### src/rtl/pwm_multichannel.sv
// Multi-channel PWM generator with a shared prescaled counter, edge- or
// center-aligned counting, per-channel polarity/enables and double-buffered
// duty registers. Shadow duties are copied to the active set only on a period
// boundary (wrap), so a duty change never produces a runt pulse.
// Outputs are registered: out in cycle t+1 reflects cnt/active/enables of
// cycle t, and period_tick is high in the cycle after the wrap cycle.
module pwm_multichannel #(
  parameter int unsigned NUM_CH = 16,
  parameter int unsigned CNT_W  = 8,
  parameter int unsigned PRE_W  = 12,
  parameter int unsigned CH_W   = (NUM_CH > 1) ? $clog2(NUM_CH) : 1
) (
  input  logic              clk,
  input  logic              rst_n,
  input  logic [NUM_CH-1:0] en_out,
  input  logic [NUM_CH-1:0] en_pwm,
  input  logic [NUM_CH-1:0] polarity,
  input  logic              mode,
  input  logic [CNT_W-1:0]  period,
  input  logic [PRE_W-1:0]  prescale,
  input  logic              duty_wr_en,
  input  logic [CH_W-1:0]   duty_wr_ch,
  input  logic [CNT_W-1:0]  duty_wr_data,
  output logic [NUM_CH-1:0] out,
  output logic              period_tick
);

  // One extra bit so channel indices >= NUM_CH are detectable.
  localparam logic [CH_W:0] ch_limit = NUM_CH[CH_W:0];

  logic [PRE_W-1:0]  pre_q, pre_d;
  logic [CNT_W-1:0]  cnt_q, cnt_d;
  logic              dir_down_q, dir_down_d;
  logic              mode_q;
  logic              tick;
  logic              wrap;
  logic [CNT_W-1:0]  shadow_q [NUM_CH];
  logic [CNT_W-1:0]  active_q [NUM_CH];
  logic [NUM_CH-1:0] out_d;
  logic              wr_valid;

  assign wr_valid = duty_wr_en && ({1'b0, duty_wr_ch} < ch_limit);

  // Prescaler and counter next state; a mode change restarts everything.
  always_comb begin
    pre_d      = pre_q;
    cnt_d      = cnt_q;
    dir_down_d = dir_down_q;
    wrap       = 1'b0;
    tick       = (pre_q >= prescale);
    if (mode != mode_q) begin
      pre_d      = '0;
      cnt_d      = '0;
      dir_down_d = 1'b0;
    end else begin
      pre_d = tick ? '0 : pre_q + 1'b1;
      if (tick) begin
        if (period == '0) begin
          cnt_d      = '0;
          dir_down_d = 1'b0;
          wrap       = 1'b1;
        end else if (!mode_q) begin
          // >= so a lowered period wraps at once instead of running past TOP.
          if (cnt_q >= period) begin
            cnt_d = '0;
            wrap  = 1'b1;
          end else begin
            cnt_d = cnt_q + 1'b1;
          end
        end else if (!dir_down_q) begin
          if (cnt_q < period) begin
            cnt_d = cnt_q + 1'b1;
          end else begin
            dir_down_d = 1'b1;
            cnt_d      = cnt_q - 1'b1;
          end
        end else if (cnt_q > CNT_W'(1)) begin
          cnt_d = cnt_q - 1'b1;
        end else begin
          cnt_d      = '0;
          dir_down_d = 1'b0;
          wrap       = 1'b1;
        end
      end
    end
  end

  // Counter state registers.
  always_ff @(posedge clk) begin
    if (!rst_n) begin
      pre_q      <= '0;
      cnt_q      <= '0;
      dir_down_q <= 1'b0;
      mode_q     <= 1'b0;
    end else begin
      pre_q      <= pre_d;
      cnt_q      <= cnt_d;
      dir_down_q <= dir_down_d;
      mode_q     <= mode;
    end
  end

  // Shadow writes and commit; commit reads the pre-write shadow value.
  always_ff @(posedge clk) begin
    if (!rst_n) begin
      for (int i = 0; i < NUM_CH; i++) begin
        shadow_q[i] <= '0;
        active_q[i] <= '0;
      end
    end else begin
      if (wrap) begin
        for (int i = 0; i < NUM_CH; i++) begin
          active_q[i] <= shadow_q[i];
        end
      end
      if (wr_valid) begin
        shadow_q[duty_wr_ch] <= duty_wr_data;
      end
    end
  end

  // Per-channel compare, enables and polarity.
  always_comb begin
    out_d = '0;
    for (int i = 0; i < NUM_CH; i++) begin
      out_d[i] = en_out[i] & ((en_pwm[i] ? (cnt_q < active_q[i]) : 1'b1) ^ polarity[i]);
    end
  end

  // Output registers.
  always_ff @(posedge clk) begin
    if (!rst_n) begin
      out         <= '0;
      period_tick <= 1'b0;
    end else begin
      out         <= out_d;
      period_tick <= wrap;
    end
  end

endmodule
### config.mk
export PLATFORM = sky130hd
export DESIGN_NAME = pwm_multichannel
export DESIGN_NICKNAME = d
export VERILOG_FILES = /design/src/rtl/pwm_multichannel.sv
export SDC_FILE = /design/constraint.sdc
export NUM_CORES = 1
export LEC_CHECK = 0
export ABC_AREA = 1
export BUFFER_PORTS_ARGS = -buffer_cell sky130_fd_sc_hd__buf_2
export CAP_MARGIN = 20
export CORE_UTILIZATION = 68
export CTS_BUF_LIST = sky130_fd_sc_hd__clkbuf_8
export CTS_CLUSTER_SIZE = 16
export DETAILED_ROUTE_END_ITERATION = 16
export PLACE_DENSITY = 0.89
export RECOVER_POWER = 50
export SLEW_MARGIN = 40
export SYNTH_ARGS = -nofsm -noshare
export SYNTH_HDL_FRONTEND = slang
export SYNTH_SLANG_ARGS = --single-unit
### constraint.sdc
create_clock -name clk -period 10.2 [get_ports clk]
set_input_delay 0.51 -clock clk [delete_from_list [all_inputs] [get_ports clk]]
set_output_delay 0.51 -clock clk [all_outputs]
set_load 0.05 [all_outputs]
# Word-level counts from Yosys, hierarchy flattened

Memory sizes are Yosys's and may differ from the RTL's.
Cells that the tools add are included.

Equality and inequality tests: 1
Muxes and demuxes: 60
Bitwise gates (word level): 49
Magnitude comparators: 20
Add/sub/neg operators: 3
Reductions and logical operators: 6

Operators by type and width:

| kind                                                                 | count |
|---|---|
| 8-bit two-way mux                                                    | 23 |
| 8-bit < comparator                                                   | 17 |
| 1-bit two-way mux                                                    | 36 |
| 1-bit AND                                                            | 16 |
| 1-bit bitwise OR                                                     | 16 |
| 1-bit XOR                                                            | 16 |
| 12-bit by 1-bit adder with 12-bit output, second input constant      | 1 |
| 12-bit >= comparator                                                 | 1 |
| 8-bit by 1-bit adder with 8-bit output, second input constant        | 1 |
| 8-bit >= comparator                                                  | 1 |
| 8-bit by 1-bit > comparator with 1-bit output, second input constant | 1 |
| 8-bit logical NOT                                                    | 1 |
| 8-bit OR reduction                                                   | 1 |
| 8-bit by 1-bit subtractor with 8-bit output, second input constant   | 1 |
| 4-bit two-way mux                                                    | 1 |
| 3-bit OR reduction                                                   | 1 |
| 2-bit AND reduction                                                  | 1 |
| 2-bit nonzero test                                                   | 1 |
| 2-bit OR reduction                                                   | 1 |
| 1-bit != test                                                        | 1 |
| 1-bit inverter                                                       | 1 |

Bits in registers: 39
Memory bits (writable): 256
Memories: 2
Output and inout bits: 17
Logic and storage cells: 147
Bits of input ports: 84

Memories:

| name     | words | bits a word | read ports | clocked after Yosys merged registers in | wr ports | line | source |
|---|---|---|---|---|---|---|---|
| active_q | 16    | 8           | 16         | 0                                       | 16       | 38   | `logic [CNT_W-1:0] active_q [NUM_CH];` |
| shadow_q | 16    | 8           | 16         | 0                                       | 16       | 37   | `logic [CNT_W-1:0] shadow_q [NUM_CH];` |

# Depth between registers and ports, before layout

Gate-level depths: netlist of run 1.

Depth in word-level cells: 11
Depth in mapped cells: 16
Depth with buffers taken out: 15

# Worst setup path after synthesis of run 1

OpenSTA, ideal clock, no wires.

Path type: register to register
From: register cnt_q[7]
To: memory active_q[0][0] (enable)
Arrival time: 3.881 ns
Path buffers: 0
Setup time: 1.111 ns
Period minus slack after synthesis: 4.992 ns
Stages on the path, launching flop included: 9
Required time: 9.089 ns
Slack: 5.208 ns
Cells stage by stage: dfxtp_1 -> ha_1 -> a21o_1 -> nor2_1 -> nand3_1 -> nand2_2 -> nand3_4 -> nand3_1 -> nand2_1

RTL lines:

| element                  | line | source |
|---|---|---|
| start: declaration       | 32   | `logic [CNT_W-1:0] cnt_q, cnt_d;` |
| start signal: assignment | 97   | `cnt_q <= cnt_d;` |
| end: declaration         | 38   |  |

==> results of run 1 <==
synth_stat cells (2+ instances only):
| cell type | n |
|---|---|
| a21o_1 | 3 |
| clkbuf_1 | 17 |
| nor2_2 | 4 |
| nand3_1 | 55 |
| nor3_1 | 7 |
| xnor2_1 | 4 |
| nor2_4 | 81 |
| dfxtp_1 | 39 |
| inv_2 | 6 |
| nand2_2 | 4 |
| buf_12 | 8 |
| buf_2 | 4 |
| nor2_1 | 182 |
| o21ai_0 | 23 |
| or2_2 | 5 |
| edfxtp_1 | 256 |
| ha_1 | 136 |
| xor2_1 | 4 |
| inv_1 | 327 |
| nand4_1 | 22 |
| nand2_1 | 216 |
| buf_6 | 2 |
| a21oi_1 | 92 |
| o21a_1 | 16 |
per-layer routing:
layer	up-vias	track usage
met5	-	0
met4	2	0.167
met3	151	0.0629
met2	655	0.541
met1	5190	0.366
li1	5182	-
worst max-delay path, stage by stage:
cell and delay, ns:
buf_2 0.07, clkbuf_1 1.55, clkbuf_1 1.79, nand2_4 0.93, buf_4 0.53, buf_12 0.24
area by class of cell:
class | count | area [µm²]
antenna | 1 | 2.50
clock buffer | 56 | 771
clock inverter | 34 | 196
fill | 1322 | 5380
inverter | 334 | 1260
multi-input combinational | 867 | 5580
sequential | 295 | 8470
tap | 285 | 357
timing repair buffer | 111 | 567
kinds of logic after synthesis:
| logic type | Yosys count | synth area share |
|---|---|---|
| AO/OA/AOI/OAI | 137 | 0.0483 |
| XOR/XNOR | 8 | 0.00450 |
| adder cells (fa/ha/maj) | 136 | 0.109 |
| buffers and inverters | 365 | 0.0978 |
| flip-flops | 295 | 0.544 |
| AND/OR/NAND/NOR | 586 | 0.196 |
registers in the layout, summed over array words and instances (netlist names):
name and count:
dir_down_q 1, shadow_q 128, pre_q 12, period_tick 1, active_q 128, out 16, cnt_q 8, mode_q 1
worst min-delay path by stage:
stage | slack [ns] | cells past startpoint | end
finish | 0.18 | 3 | out[7]
global route | 0.17 | 3 | out[12]
global placement | 0.45 | 1 | pre_q[0]
floorplan | 0.43 | 1 | pre_q[0]
detailed placement | 0.46 | 1 | pre_q[0]
CTS | 0.16 | 3 | out[9]
through the flow:
| step | hold WS (ns) | total power, mW | utilization |
|---|---|---|---|
| after global routing | 0.173 | 2.66 | 0.762 |
| after global placement | 0.446 | 1.56 | 0.720 |
| final | 0.178 | 2.59 | 0.762 |
| after CTS | 0.161 | 2.59 | 0.764 |
| after detailed placement | 0.457 | 1.58 | 0.721 |
| after floorplan | 0.430 | 1.51 | - |
power by group through the flow:
stage / logic [mW] / clock network, mW / registers, mW
2_1_floorplan: 0.0976 / 0 / 1.42
3_5_place_dp: 0.165 / 0 / 1.41
6_report: 0.170 / 1.03 / 1.39
4_1_cts: 0.169 / 1.03 / 1.39
5_1_grt: 0.186 / 1.08 / 1.39
3_3_place_gp: 0.154 / 0 / 1.41
==> impl_metrics.json, run 1 <==
{
  "run_status": "complete, but fails checks",
  "violations": "max-capacitance violations, max-slew violations",
  "cts_buffers": 48,
  "min_period_over_period": 0.534,
  "slew_headroom": -0.573,
  "drtIter0Drc": 947,
  "reg2reg_slack_ns": 6.57,
  "route.met2.wl_um": 17800,
  "cts_resized": 0,
  "nets": 1877,
  "internal_power_mw": 1.97,
  "worst_slack_ns": 4.75,
  "yosys-top-cells-area": "edfxtp_1, ha_1, inv_1",
  "crit_path_end": "active_q[0][59]",
  "postCtsHoldBufs": 0,
  "pwr-share-seq": 0.536,
  "post-place-ws_ns": 6.57,
  "cts_tree": "built",
  "p_sw_uw": 620,
  "first_global_vias": 11359,
  "comb_power_share": 0.066,
  "finalNonFillerCells": 1983,
  "pin_count": 101,
  "wl_met3_um": 3380,
  "crit_type": "input port to flip-flop",
  "postPlaceCellArea_um2": 16300,
  "htreeDepth": 2,
  "tns_ns": 0,
  "worst_setup_path_start_kind": "input port",
  "routed.top_layer": "met5",
  "skew_ns": 0.0198,
  "clock_sinks": 295,
  "rsz0062_at_grt": "false",
  "yosys.area.top_type": "edfxtp_1",
  "clk_latency_ns": 0.57,
  "fin_area_um2": 17200,
  "totalWireLength_um": 35800,
  "p_clk_frac": 0.398,
  "syn_nets": 1747,
  "synth_top_area_share": 0.494,
  "syn2layout_area_growth_pct": 10.4,
  "vias_per_cell": 5.64,
  "synth-main-ff-cell": "edfxtp_1",
  "grt_pass1_wl_um": 56300,
  "hp-start": "en_out[7]",
  "leakagePower_nw": 8.21,
  "fp.dieW_um": 153,
  "die_h_um": 153,
  "hold_viol": 0,
  "cts_root_buffer": "clkbuf_8",
  "wl_met1_um": 12900,
  "final_common_cell": "inv_1",
  "final_cell_mix": "inv_1, edfxtp_1, nand2_1, nor2_1, ha_1",
  "switching_share": 0.240,
  "vias": 11180,
  "antenna_found_initial": 1,
  "drc_errors": 0,
  "fmax_ghz": 0.184,
  "layout_min_cycle_time_ns": 5.45,
  "yosys_warnings": 0,
  "ys_types": 38,
  "dp_cells": 1892,
  "overflow": 0,
  "clockBufferDepth": 3,
  "worstReg2RegStart": "cnt_q[0]",
  "setup_viol": 0,
  "avgRoutedWirePerCell_um": 18.0,
  "gp_congestion": 0.903,
  "worst_setup_path_end_kind": "flip-flop",
  "ys_ff_latch": 295,
  "arrival_ns": 5.74,
  "grt_usage": 0.312,
  "required_ns": 10.49,
  "die_area_um2": 23500,
  "grt_start_max_net_pins": 58,
  "finalMaxSlewViolations": 87,
  "tightest_slew_ns": 2.36,
  "synth_edf_count": 256,
  "syn_area_per_cell_um2": 10.2,
  "regToRegEndpoint": "active_q[0][59]",
  "dr.pass1.iters": 7,
  "reg2regPathDepth": 10,
  "maxCapViolCount": 2,
  "detail-route-antenna-nets": 0,
  "io_buffer_count": 100,
  "postCtsSetupBuffers": 0,
  "drive_gt1_frac": 0.160,
  "dp_hpwl_um": 22100,
  "hp-class": "input port to flip-flop",
  "setup.worst_path.start": "rst_n",
  "synthCells": 1527,
  "rows": 55,
  "core_region_area_um2": 22600,
  "start_util": 0.690,
  "netlist_area_um2": 15600,
  "clk_pin_slew_ns": 0.06,
  "yosysSeqAreaShare": 0.544,
  "path_max_fanout": 57,
  "irDropWorstVdd_v": 0.000108,
  "synth-async-reset-ratio": 0,
  "powerDensity_nw_per_um2": 150
}
Power figures use the tool's default switching activity.
==> run 2: changes to the inputs <==
Settings changed: ABC_AREA 1 to 0, CORE_UTILIZATION 68 to 57, PLACE_DENSITY 0.89 to 0.8.
Clock period 10.2 ns to 4.7 ns, I/O delays scaled along.
==> impl_metrics.json, run 2 <==
{
  "grtUsageMet2": 0.395,
  "die_area_um2": 26700,
  "ys_ff_latch": 295,
  "synth_xor_area_frac": 0.00648,
  "fp.dieW_um": 164,
  "grt_start_max_net_pins": 129,
  "p_sw_mw": 1.30,
  "vias": 9636,
  "drc_errors": 0,
  "dr.pass1.iters": 4,
  "p_total_mw": 5.48,
  "pin_count": 101,
  "switching_share": 0.237,
  "skew_ns": 0.0332,
  "leakagePower_nw": 7.09,
  "yosysSeqAreaShare": 0.569,
  "postCtsSetupBuffers": 0,
  "rsz0062_at_grt": "false",
  "violations": "max-capacitance violations, max-slew violations",
  "clk_pin_slew_ns": 0.06,
  "clockBufferDepth": 3,
  "synth_edf_count": 256,
  "cts_resized": 0,
  "synthCells": 1249,
  "syn_area_per_cell_um2": 11.9,
  "io_buffer_count": 100,
  "clk_latency_ns": 0.56,
  "cts_buffers": 47,
  "synth_top_family_by_area": "simple AND/OR/NAND/NOR gates",
  "totalWireLength_um": 29800,
  "arrival_ns": 3.73,
  "hp-start": "polarity[0]",
  "avgRoutedWirePerCell_um": 17.1,
  "drive_gt1_frac": 0.113,
  "cts_tree": "built",
  "synth_fa_ha_area_frac": 0.114,
  "drtIter0Drc": 514,
  "worst_setup_path_end_kind": "flip-flop",
  "syn2layout_area_growth_pct": 12.4,
  "synth-main-ff-cell": "edfxtp_1",
  "htreeDepth": 2,
  "gr-max-usage-layer": "met2",
  "internal_power_mw": 4.19,
  "core_region_area_um2": 25400,
  "overflow": 0,
  "finalNonFillerCells": 1745,
  "dp_cells": 1648,
  "final_cell_mix": "edfxtp_1, inv_1, and2_1, ha_1, and2_0",
  "yosys.area.top_type": "edfxtp_1",
  "vias_per_cell": 5.52,
  "die_h_um": 164,
  "synth-async-reset-ratio": 0,
  "run_status": "complete, but fails checks",
  "fmax_ghz": 0.270,
  "worst_setup_path_start_kind": "input port",
  "layout_min_cycle_time_ns": 3.71,
  "met1_usage": 0.290,
  "syn_nets": 1469,
  "path_max_fanout": 74,
  "setup.worst_path.start": "rst_n",
  "required_ns": 4.72,
  "synth-simple-area-share": 0.183,
  "p_clk_frac": 0.363,
  "yosys-top-cells-area": "edfxtp_1, ha_1, and2_1",
  "met3_usage": 0.0404,
  "grt_pass1_wl_um": 47200,
  "irDropWorstVdd_v": 0.000184,
  "tightest_slew_ns": 3.05,
  "synth_most_common_cell": "and2_1",
  "synth_common_cells": "and2_1, edfxtp_1, inv_1, ha_1, o21ai_0",
  "clock_sinks": 295,
  "detail-route-antenna-nets": 0,
  "hold-worst-slack_ns": 0.0561,
  "rows": 58,
  "maxCapViolCount": 1,
  "gp_congestion": 0.813,
  "min_period_over_period": 0.789,
  "dp_hpwl_um": 18900,
  "reg.largest.list": "active_q (128), shadow_q (128), out (16)",
  "hp-class": "input port to flip-flop",
  "ys_types": 48,
  "setup_viol": 0,
  "finalMaxSlewViolations": 75,
  "synth_compound_area_frac": 0.0816,
  "start_util": 0.586,
  "yosys_warnings": 0,
  "crit_type": "input port to flip-flop",
  "hold_viol": 0,
  "powerDensity_nw_per_um2": 328,
  "antenna_found_initial": 2,
  "tns_ns": 0,
  "final_common_cell": "edfxtp_1",
  "synth_top_area_share": 0.517,
  "grt_usage": 0.231,
  "pwr-share-seq": 0.553,
  "worstReg2RegStart": "cnt_q[3]",
  "slew_headroom": -1.03,
  "first_global_vias": 9492,
  "synthMuxAreaShare": 0,
  "netlist_area_um2": 14900,
  "nets": 1603,
  "comb_power_share": 0.085,
  "post-route-util": 0.658,
  "cts_root_buffer": "clkbuf_8"
}
run 2: power by group through the flow:
stage,logic (mW),clock network (mW),registers [mW]
2_1_floorplan,0.283,0,3.09
3_3_place_gp,0.434,0,3.08
3_5_place_dp,0.455,0,3.08
4_1_cts,0.468,2.03,3.03
5_1_grt,0.519,2.14,3.04
6_report,0.464,1.99,3.03
run 2: routing by layer:
layer,share of wire,vias to the layer above
li1,-,4730
met1,0.43,4578
met2,0.49,249
met3,0.049,79
met4,0.034,0
met5,0,-
run 2: kinds of logic after synthesis:
family	Yosys count
and+or+nand+nor	449
DFF	295
AOI/OAI and AO/OA	181
buffers and inverters	177
adders and majority gates	136
xor gates and xnor gates	11
run 2: final timing paths:
path | endpoint | slack, ns | depth (start not counted)
max reg2reg | active_q[0][47] | 1.24 | 6
min reg2reg | pre_q[0] | 0.48 | 1
min | out[0] | 0.06 | 3
max | shadow_q[11][7] | 0.99 | 3
run 2: cell type report:
| type | instances | area, µm² |
|---|---|---|
| fill | 1928 | 8680 |
| sequential | 295 | 8480 |
| multi-input combinational | 777 | 5760 |
| clock buffer | 54 | 743 |
| timing repair buffer | 121 | 686 |
| inverter | 141 | 532 |
| tap | 330 | 413 |
| clock inverter | 25 | 101 |
| antenna | 2 | 5.00 |
run 2: critical path: stages:
cell	delay, ns
buf_2	0.27
clkbuf_1	2.19
o21ai_1	1.01
run 2: metrics by stage:
step	setup WS, ns	cell area (µm²)
3_3_place_gp	1.39	15700
4_1_cts	1.28	16700
3_5_place_dp	1.31	15700
2_1_floorplan	-0.713	14900
5_1_grt	0.579	16700
6_report	0.990	16700
run 2: repair_timing:
action                     4_1_cts  5_1_grt
hold buffers                    16        0
hold endpoints to repair        16        0
setup endpoints to repair        0        0
